### src/rtl/pwm_level_pkg.sv
`default_nettype none
// ============================================================================
//  Module      : pwm_level_pkg
//  Description : Shared types, constants and the ordering check used by the
//                trigger-level controller and its per-level ramp slices.
//  Revision    : 1.0 - initial release
// ============================================================================
package pwm_level_pkg;

    // Controller state: IDLE accepts writes, RAMP slews outputs to targets.
    typedef enum logic [0:0] {
        ST_IDLE = 1'b0,
        ST_RAMP = 1'b1
    } state_t;

    // Write-select encoding for wr_addr.
    localparam logic ADDR_VIL = 1'b0;
    localparam logic ADDR_VIH = 1'b1;

    // Power-up thresholds.
    localparam logic [7:0] VIL_RST_DEFAULT = 8'h40;
    localparam logic [7:0] VIH_RST_DEFAULT = 8'hC0;

    // True when lo + min_gap <= hi. Evaluated in 9 bits so a low value near
    // 8'hFF cannot wrap around and falsely pass.
    function automatic logic gap_ok(
        input logic [7:0] lo,
        input logic [7:0] hi,
        input logic [7:0] min_gap
    );
        return ({1'b0, lo} + {1'b0, min_gap}) <= {1'b0, hi};
    endfunction

endpackage
`default_nettype wire

### src/rtl/pwm_level_ctrl_ramp.sv
`default_nettype none
// ============================================================================
//  Module      : level_ramp
//  Description : One threshold slice. Holds a target and a slewed output
//                level; on each boundary strobe the level moves toward the
//                target by at most STEP LSBs.
//  Ports       : clk, rst       - clock, async active-high reset
//                load/load_data - capture a new target
//                bnd            - PWM period boundary strobe
//                level          - current duty value
//                target         - current target
//                at_target      - level equals target
//  Revision    : 1.0 - initial release
// ============================================================================
module level_ramp #(
    parameter int         STEP    = 4,
    parameter logic [7:0] RST_VAL = 8'h00
) (
    input  logic       clk,
    input  logic       rst,
    input  logic       load,
    input  logic [7:0] load_data,
    input  logic       bnd,
    output logic [7:0] level,
    output logic [7:0] target,
    output logic       at_target
);

    localparam logic [8:0] c_step = 9'(STEP);

    logic [7:0] r_tgt;
    logic [7:0] r_level;
    logic       w_up;
    logic [8:0] w_dist;
    logic [8:0] w_move;
    logic [8:0] w_next9;
    logic [7:0] w_level_nxt;

    // Step size is min(STEP, distance), so the level lands exactly on the
    // target instead of overshooting it.
    always_comb begin
        w_up    = (r_tgt > r_level);
        w_dist  = w_up ? ({1'b0, r_tgt} - {1'b0, r_level})
                       : ({1'b0, r_level} - {1'b0, r_tgt});
        w_move  = (w_dist < c_step) ? w_dist : c_step;
        w_next9 = w_up ? ({1'b0, r_level} + w_move)
                       : ({1'b0, r_level} - w_move);
        // Bit 8 can only be set by an out-of-range result; saturate rather
        // than wrap so the duty value never jumps across the full scale.
        if (w_next9[8]) begin
            w_level_nxt = w_up ? 8'hFF : 8'h00;
        end else begin
            w_level_nxt = w_next9[7:0];
        end
    end

    always_ff @(posedge clk or posedge rst) begin
        if (rst) begin
            r_tgt   <= RST_VAL;
            r_level <= RST_VAL;
        end else begin
            if (load) begin
                r_tgt <= load_data;
            end
            // The update uses the target as it stood before any same-cycle
            // load, so a write on a boundary waits for the next one.
            if (bnd) begin
                r_level <= w_level_nxt;
            end
        end
    end

    assign level     = r_level;
    assign target    = r_tgt;
    assign at_target = (r_level == r_tgt);

endmodule
`default_nettype wire

### src/rtl/pwm_level_ctrl.sv
`default_nettype none
// ============================================================================
//  Module      : pwm_level_ctrl
//  Description : VIL/VIH threshold controller for the dual 8-bit PWM. Accepts
//                target writes that keep VIH - VIL >= MIN_GAP, then slews the
//                duty outputs toward the targets at PWM period boundaries.
//  Ports       : clk, rst          - clock, async active-high reset
//                wr_en/wr_addr/
//                wr_data           - write request (addr 0 = VIL, 1 = VIH)
//                wr_rdy            - write can be accepted (IDLE)
//                err               - one-cycle pulse on a rejected write
//                VIL, VIH          - duty values to the dual PWM
//                settled           - outputs equal their targets
//  Revision    : 1.0 - initial release
// ============================================================================
module pwm_level_ctrl
    import pwm_level_pkg::*;
#(
    parameter int         PERIOD_W = 8,
    parameter int         STEP     = 4,
    parameter int         MIN_GAP  = 8,
    parameter logic [7:0] VIL_RST  = VIL_RST_DEFAULT,
    parameter logic [7:0] VIH_RST  = VIH_RST_DEFAULT
) (
    input  logic       clk,
    input  logic       rst,
    input  logic       wr_en,
    input  logic       wr_addr,
    input  logic [7:0] wr_data,
    output logic       wr_rdy,
    output logic       err,
    output logic [7:0] VIL,
    output logic [7:0] VIH,
    output logic       settled
);

    localparam logic [7:0] c_min_gap = 8'(MIN_GAP);

    logic [PERIOD_W-1:0] r_cnt;
    logic                w_bnd;
    state_t              r_state;
    state_t              w_state_nxt;
    logic                r_err;

    logic                w_accept;
    logic                w_sel_vil;
    logic                w_legal;
    logic [7:0]          w_cur;
    logic                w_load_vil;
    logic                w_load_vih;
    logic [7:0]          w_tgt_vil;
    logic [7:0]          w_tgt_vih;
    logic                w_vil_at;
    logic                w_vih_at;

    // Free-running period counter; the all-ones count marks the last clock
    // of a PWM period, so registered updates appear at count 0.
    always_ff @(posedge clk or posedge rst) begin
        if (rst) begin
            r_cnt <= '0;
        end else begin
            r_cnt <= r_cnt + 1'b1;
        end
    end

    assign w_bnd = &r_cnt;

    // Write qualification and ordering check against the other target.
    always_comb begin
        w_accept   = wr_en && wr_rdy;
        w_sel_vil  = (wr_addr == ADDR_VIL);
        w_legal    = w_sel_vil ? gap_ok(wr_data, w_tgt_vih, c_min_gap)
                               : gap_ok(w_tgt_vil, wr_data, c_min_gap);
        w_cur      = w_sel_vil ? VIL : VIH;
        w_load_vil = w_accept && w_legal && w_sel_vil;
        w_load_vih = w_accept && w_legal && (wr_addr == ADDR_VIH);
    end

    always_ff @(posedge clk or posedge rst) begin
        if (rst) begin
            r_err <= 1'b0;
        end else begin
            r_err <= w_accept && !w_legal;
        end
    end

    assign err = r_err;

    // State register
    always_ff @(posedge clk or posedge rst) begin
        if (rst) begin
            r_state <= ST_IDLE;
        end else begin
            r_state <= w_state_nxt;
        end
    end

    // Next-state logic. Writes equal to the present output leave nothing to
    // slew, so they stay in IDLE.
    always_comb begin
        w_state_nxt = r_state;
        case (r_state)
            ST_IDLE: begin
                if (w_accept && w_legal && (wr_data != w_cur)) begin
                    w_state_nxt = ST_RAMP;
                end
            end
            ST_RAMP: begin
                if (w_vil_at && w_vih_at) begin
                    w_state_nxt = ST_IDLE;
                end
            end
            default: w_state_nxt = ST_IDLE;
        endcase
    end

    // Output logic. Blocking writes during RAMP guarantees only one target
    // moves per ramp, which keeps the outputs ordered while slewing.
    always_comb begin
        wr_rdy  = 1'b0;
        settled = 1'b0;
        if (r_state == ST_IDLE) begin
            wr_rdy  = 1'b1;
            settled = 1'b1;
        end
    end

    level_ramp #(
        .STEP    (STEP),
        .RST_VAL (VIL_RST)
    ) u_ramp_vil (
        .clk       (clk),
        .rst       (rst),
        .load      (w_load_vil),
        .load_data (wr_data),
        .bnd       (w_bnd),
        .level     (VIL),
        .target    (w_tgt_vil),
        .at_target (w_vil_at)
    );

    level_ramp #(
        .STEP    (STEP),
        .RST_VAL (VIH_RST)
    ) u_ramp_vih (
        .clk       (clk),
        .rst       (rst),
        .load      (w_load_vih),
        .load_data (wr_data),
        .bnd       (w_bnd),
        .level     (VIH),
        .target    (w_tgt_vih),
        .at_target (w_vih_at)
    );

endmodule
`default_nettype wire

### config.mk
export PLATFORM = sky130hd
export DESIGN_NAME = pwm_level_ctrl
export DESIGN_NICKNAME = d
export VERILOG_FILES = /design/src/rtl/pwm_level_pkg.sv /design/src/rtl/pwm_level_ctrl_ramp.sv /design/src/rtl/pwm_level_ctrl.sv
export SDC_FILE = /design/constraint.sdc
export NUM_CORES = 1
export LEC_CHECK = 0
export BUFFER_PORTS_ARGS = -buffer_cell sky130_fd_sc_hd__buf_4
export CORE_AREA = 5 5 107 109
export CTS_BUF_LIST = sky130_fd_sc_hd__clkbuf_4
export DETAILED_ROUTE_END_ITERATION = 12
export DIE_AREA = 0 0 112 114
export HOLD_SLACK_MARGIN = 0.03
export PLACE_DENSITY = 0.66
export SYNTH_ARGS = -nofsm -noshare
export SYNTH_HDL_FRONTEND = slang
export SYNTH_SLANG_ARGS = --single-unit
### constraint.sdc
create_clock -name clk -period 6.85 [get_ports clk]
set_clock_uncertainty 0.1 [all_clocks]
set_input_delay 1.0275 -clock clk [delete_from_list [all_inputs] [get_ports clk]]
set_output_delay 1.0275 -clock clk [all_outputs]
set_load 0.03 [all_outputs]
-- Word-level counts from Yosys, hierarchy flattened
Index checks and enable logic that the tools add are counted.
- add/subtract/negate cells: 11
- $lt $le $gt $ge: 6
- eq/ne operators: 3
- multiplexer cells: 16
- bitwise gates (word level): 2
- reduce and logical (&&, ||, !) cells: 9
- operators by type and width (operator ; count):
    two-way mux 9 bit ; 6
    two-way mux 8 bit ; 5
    subtractor 8 x 8 -> 9 bit ; 4
    adder 8 x 4 -> 9 bit (second input constant) ; 2
    adder 8 x 9 -> 9 bit ; 2
    <= comparator 9 x 8 -> 1 bit ; 2
    < comparator 9 x 3 -> 1 bit (second input constant) ; 2
    subtractor 8 x 9 -> 9 bit ; 2
    == test 8 bit ; 2
    greater-than comparator 8 bit ; 2
    adder 8 x 1 -> 8 bit (second input constant) ; 1
    inequality test 8 bit ; 1
    AND reduction 8 bit ; 1
    logical AND 1 bit ; 7
    two-way mux 1 bit ; 4
    NOT 1 bit ; 2
    case mux 1 bit (2 select lines) ; 1
    zero test 1 bit ; 1
- register bits: 42
- word-level logic and storage cells: 54

-- Longest topological paths before layout
- depth after elaboration: 7
- mapped depth: 24
- depth with buffers taken out: 24

-- By module
Synthesis repeated with hierarchy kept, for this count alone.
- cells, all modules: 612
- area total of the unflattened synthesis: 5147.4 µm²
- modules (own cells, without submodules) (module ; instances ; cells each ; area an instance (µm²) ; sequential area each (µm²)):
    level_ramp at u_ramp_vil ; 1 ; 240 ; 2004.4 ; 402.9
    level_ramp at u_ramp_vih ; 1 ; 238 ; 1951.9 ; 405.4
    pwm_level_ctrl ; 1 ; 134 ; 1191.1 ; 250.2

-- Least setup slack after synthesis
OpenSTA, ideal clock, no wires.
- kind: register -> register
- start: reg u_ramp_vih.r_level[6], in the netlist u_ramp_vih.level[6]
- end: reg u_ramp_vih.r_level[1], in the netlist u_ramp_vih.level[1]
- data arrival time: 5.039 ns
- data required time: 6.669 ns
- setup slack: 1.630 ns
- stages on the path, launching flop included: 24
- buffers on the path: 2
- clock period less this slack: 5.220 ns
- cells stage by stage: dfstp_2 inv_1 ha_1 buf_4 and3_1 a221oi_1 a21boi_1 o21ai_2 inv_1 or4_1 a21o_1 ha_1 inv_1 xnor2_1 o21ai_0 ha_1 a211oi_1 nor2_1 o21ai_0 a211o_1 nor4_1 or4_1 buf_6 o211ai_2
- longest elaborated chain between the ends: 7
- elaborated cells on any way between the ends: 11
- ends and longest elaborated chain (element ; line ; source):
    start, declared ; pwm_level_ctrl_ramp.sv:32 ; logic [7:0] r_level;
    start signal, assigned ; pwm_level_ctrl_ramp.sv:68 ; r_level <= w_level_nxt;
    subtractor 8 x 8 -> 9 bit, or another cell as far along ; pwm_level_ctrl_ramp.sv:44 ; : ({1'b0, r_level} - {1'b0, r_tgt});
    two-way mux 9 bit ; pwm_level_ctrl_ramp.sv:43 ; w_dist = w_up ? ({1'b0, r_tgt} - {1'b0, r_level})
    < comparator 9 x 3 -> 1 bit ; pwm_level_ctrl_ramp.sv:45 ; w_move = (w_dist < c_step) ? w_dist : c_step;
    two-way mux 9 bit ; pwm_level_ctrl_ramp.sv:45 ;
    subtractor 8 x 9 -> 9 bit / adder 8 x 9 -> 9 bit (equally long branches) ; pwm_level_ctrl_ramp.sv:47, pwm_level_ctrl_ramp.sv:46 ;
    two-way mux 9 bit ; pwm_level_ctrl_ramp.sv:46 ; w_next9 = w_up ? ({1'b0, r_level} + w_move)
    two-way mux 8 bit * ; pwm_level_ctrl_ramp.sv:50 ; if (w_next9[8]) begin
Mark *: on every way between the ends. The rest lies on a longest branch, timed or not.
A chain may end at the register's enable or synchronous reset.

-- Worst setup path in the final report
- start: reg u_ramp_vih.r_level[6], in the netlist u_ramp_vih.level[6]
- end: reg u_ramp_vih.r_level[5], in the netlist u_ramp_vih.level[5]
Same word-level chain as after synthesis.

==> run_results.csv <==
group,metric,value,unit
sta,fin_crit_sh,88.1,%
clocking,worstSkewPairLatency,0.37,ns
sta,rsz0062_at_grt,"false",
sta,whs,0.380,ns
setup_path,crit_buf_inv,3,
logic_synthesis,synth-seq-area-share,21.1,%
global_route,grt_pass1_vias,4392,
clocking,cts_tree,"yes",
setup_path,cp_top_family,"compound AO/OA/AOI/OAI gates",
finish,area_growth,8.50,%
sta,clock.fmax,0.166,GHz
die,row_count,38,
finish,layout-drive-gt1-share,12.1,%
power_and_ir_drop,power,0.537,mW
clocking,holdBufCountCts,0,
die,num_io_pins,31,
place,place_hpwl,10.3,mm
clocking,post_cts_buffers,0,
finish,utilization,51.7,%
die,core,10500,µm²
setup_path,cp.arrival,6.24,ns
clocking,root_buffer,"clkbuf_4",
setup_path,r2r-end,"u_ramp_vih.level[5]",
finish,num-fill-cells,1021,
clocking,cts.sink_count,42,
logic_synthesis,syn-mean-instance-area,8.21,µm²
die,die_x,112,µm
power_and_ir_drop,power_leakage,2.50,nW
logic_synthesis,synth_top_cell_by_area,"dfrtp_1",
clocking,cts_resized,0,
logic_synthesis,syn_area,5010,µm²
routing,detail_route.wl_per_cell,16.6,µm
logic_synthesis,yosys-top-cells-count,"ha_1, inv_1, nand2_1",
place,gp_congestion,1.01,
power_and_ir_drop,power_density,98.8,nW/µm²
routing,drt_iter0_drc,279,
logic_synthesis,synth-edff-count,0,
global_route,grtUsageTotal,20.4,%
logic_synthesis,synthArstFlopShare,100,%
setup_path,r2r_slack,0.82,ns
setup_path,r2r_start,"u_ramp_vih.level[6]",
logic_synthesis,yosysTopAreaCellShare,18.0,%
hold_path,hold-path-cell-count,1,
sta,setup_slack,0.816,ns
hold_path,hold-path-endpoint,"r_cnt[0]",
logic_synthesis,yosys_warnings,0,
sta,worst_pin_slew,0.638,ns
setup_path,start_kind,"register",
sta,setup_viol,0,
sta,tns,0,ns
routing,drc,0,
setup_path,path_cells,"inv_1, ha_1, and3_1, a221oi_1, a21boi_1, o21ai_2, inv_1, or4_1, a21o_1, ha_1, inv_1, xnor2_1, o21ai_0, ha_1, a211oi_1, nor2_1, o21ai_0, a211o_1, nor4_1, or4_1, o211ai_2",
finish,fin_area,5430,µm²
status,status,"complete, no violations",
logic_synthesis,ys.flop_type,"dfrtp_1",
finish,instances_no_fill,775,
routing,ant_nets,0,
setup_path,reg2reg_depth,21,
global_route,grt_overflow,0,
setup_path,endpoint_kind,"register",
sta,slew_headroom,57.2,%
logic_synthesis,synth_fp_nets,699,
finish,diodes,0,
finish,multi_input_area,3620,µm²
clocking,cts_made_buffers,5,
die,die_y,114,µm
logic_synthesis,synth_cell_types,65,
clocking,clk_pin_slew,0.13,ns
routing,drt-total-wl,12.8,mm
finish,nets,723,
setup_path,worstSetupPathType,"reg -> reg",
global_route,antenna_found_initial,0,
clocking,cts_buffer_depth,2,
clocking,h-tree-depth,2,
setup_path,worstPathRequired,7.06,ns
logic_synthesis,ys_top_cells_by_area,"dfrtp_1, ha_1, inv_1",
global_route,grt_max_degree,43,
die,fp.dieArea,12800,µm²
setup_path,cp_max_fo,10,
place,io_buffers,30,
logic_synthesis,yosysMostFrequentCell,"ha_1",
hold_path,hold_path.class,"reg -> reg",
routing,via_count,4509,
place,dpl_cell_area,5350,µm²
logic_synthesis,synthCells,610,
sta,hold_viol_final,0,
finish,seq_area,1060,µm²
global_route,grt_pass1_wl,21.7,mm
routing,drtPass1Iterations,5,
place,pre_cts_slack,0.877,ns
place,placed_cells,767,
hold_path,min-delay-start,"r_cnt[0]",
sta,period_needed,6.03,ns
setup_path,slowest_delay,0.71,ns
sta,drv_slew,0,
logic_synthesis,ys_seq_elements,42,
flow_run,cap_violations,0,
power_and_ir_drop,ir_worst_vdd,84.0,µV
routing,routed_via_density,5.82,
die,start_util,47.7,%
setup_path,crit_slowest_cell,"or4_1",
==> state kept, by name, summed over array words and instances (netlist names) <==
signal             count
r_cnt                  8
u_ramp_vil.level       8
u_ramp_vil.target      8
u_ramp_vih.level       8
err                    1
r_state                1
u_ramp_vih.target      8
==> how the worst max path moves through the flow <==
stage / startpoint / endpoint / slack (ns) / depth (start not counted)
3_3_place_gp: u_ramp_vih.level[6] / u_ramp_vih.level[4] / 0.96 / 21
2_1_floorplan: u_ramp_vih.level[6] / u_ramp_vih.level[1] / 1.63 / 23
5_1_grt: u_ramp_vil.level[2] / u_ramp_vil.level[0] / 0.20 / 21
3_5_place_dp: u_ramp_vih.level[6] / u_ramp_vih.level[5] / 0.88 / 21
6_report: u_ramp_vih.level[6] / u_ramp_vih.level[5] / 0.82 / 21
4_1_cts: u_ramp_vih.level[6] / u_ramp_vih.level[5] / 0.82 / 21
==> power breakdown <==
part	switching [mW]	internal (mW)	leakage [nW]	total (mW)
combinational	0.0687	0.0469	1.94	0.116
clock	0.0856	0.0809	0.0419	0.167
sequential	0.00335	0.251	0.518	0.254
==> logic make-up (layout without fill, tap and decap cells) <==
family                   after synthesis  after routing  share of synthesized area (%)
AND/OR/NAND/NOR                      196            196                           20.1
AO/OA/AOI/OAI                        164            164                           22.6
buffers and inverters                 80            105                           6.62
adder cells (fa/ha/maj)               77             77                           20.1
flip-flops                            42             42                           21.1
XOR/XNOR                              38             38                           6.65
multiplexers                          13             13                           2.67
==> per-layer routing <==
metal / vias to the layer above / global-route usage, % / share of wire (%)
li1: 2236 / - / -
met1: 2170 / 26.3 / 45
met2: 84 / 37.0 / 50
met3: 19 / 1.43 / 2.7
met4: 0 / 5.77 / 1.9
met5: - / 0 / 0
==> cells in the final DEF (no fill, tap or decap), types with 4 or more instances in the layout <==
cell       count
nand3_1       13
o211ai_2       5
ha_1          71
nand4_1       12
nand2_1       60
o21ai_0       37
nor3b_1        4
dfstp_2        6
o311ai_0       7
nor3_1        17
mux2i_1       10
or2_2          7
nor2_1        25
o2111ai_1      4
inv_1         61
buf_4         36
or3_1          5
a21o_1         9
a31oi_1        4
a211oi_1       6
a21oi_1       31
o21a_1        10
nor4_1         6
dfrtp_1       36
o211ai_1       8
fa_1           6
a211o_1        4
nand2b_1      10
a22oi_1        6
xor2_1        12
clkbuf_4       6
or4_1          4
o31ai_1        4
xnor2_1       26
and3_1         7
nor2b_1       13
==> cell type report <==
class | count | share of cell area (%)
tap | 140 | 3.22
inverter | 61 | 4.21
multi-input combinational | 488 | 66.6
sequential | 42 | 19.5
timing repair buffer | 36 | 4.97
clock inverter | 2 | 0.691
clock buffer | 6 | 0.829
No activity file was read; power rests on OpenSTA's default activity.
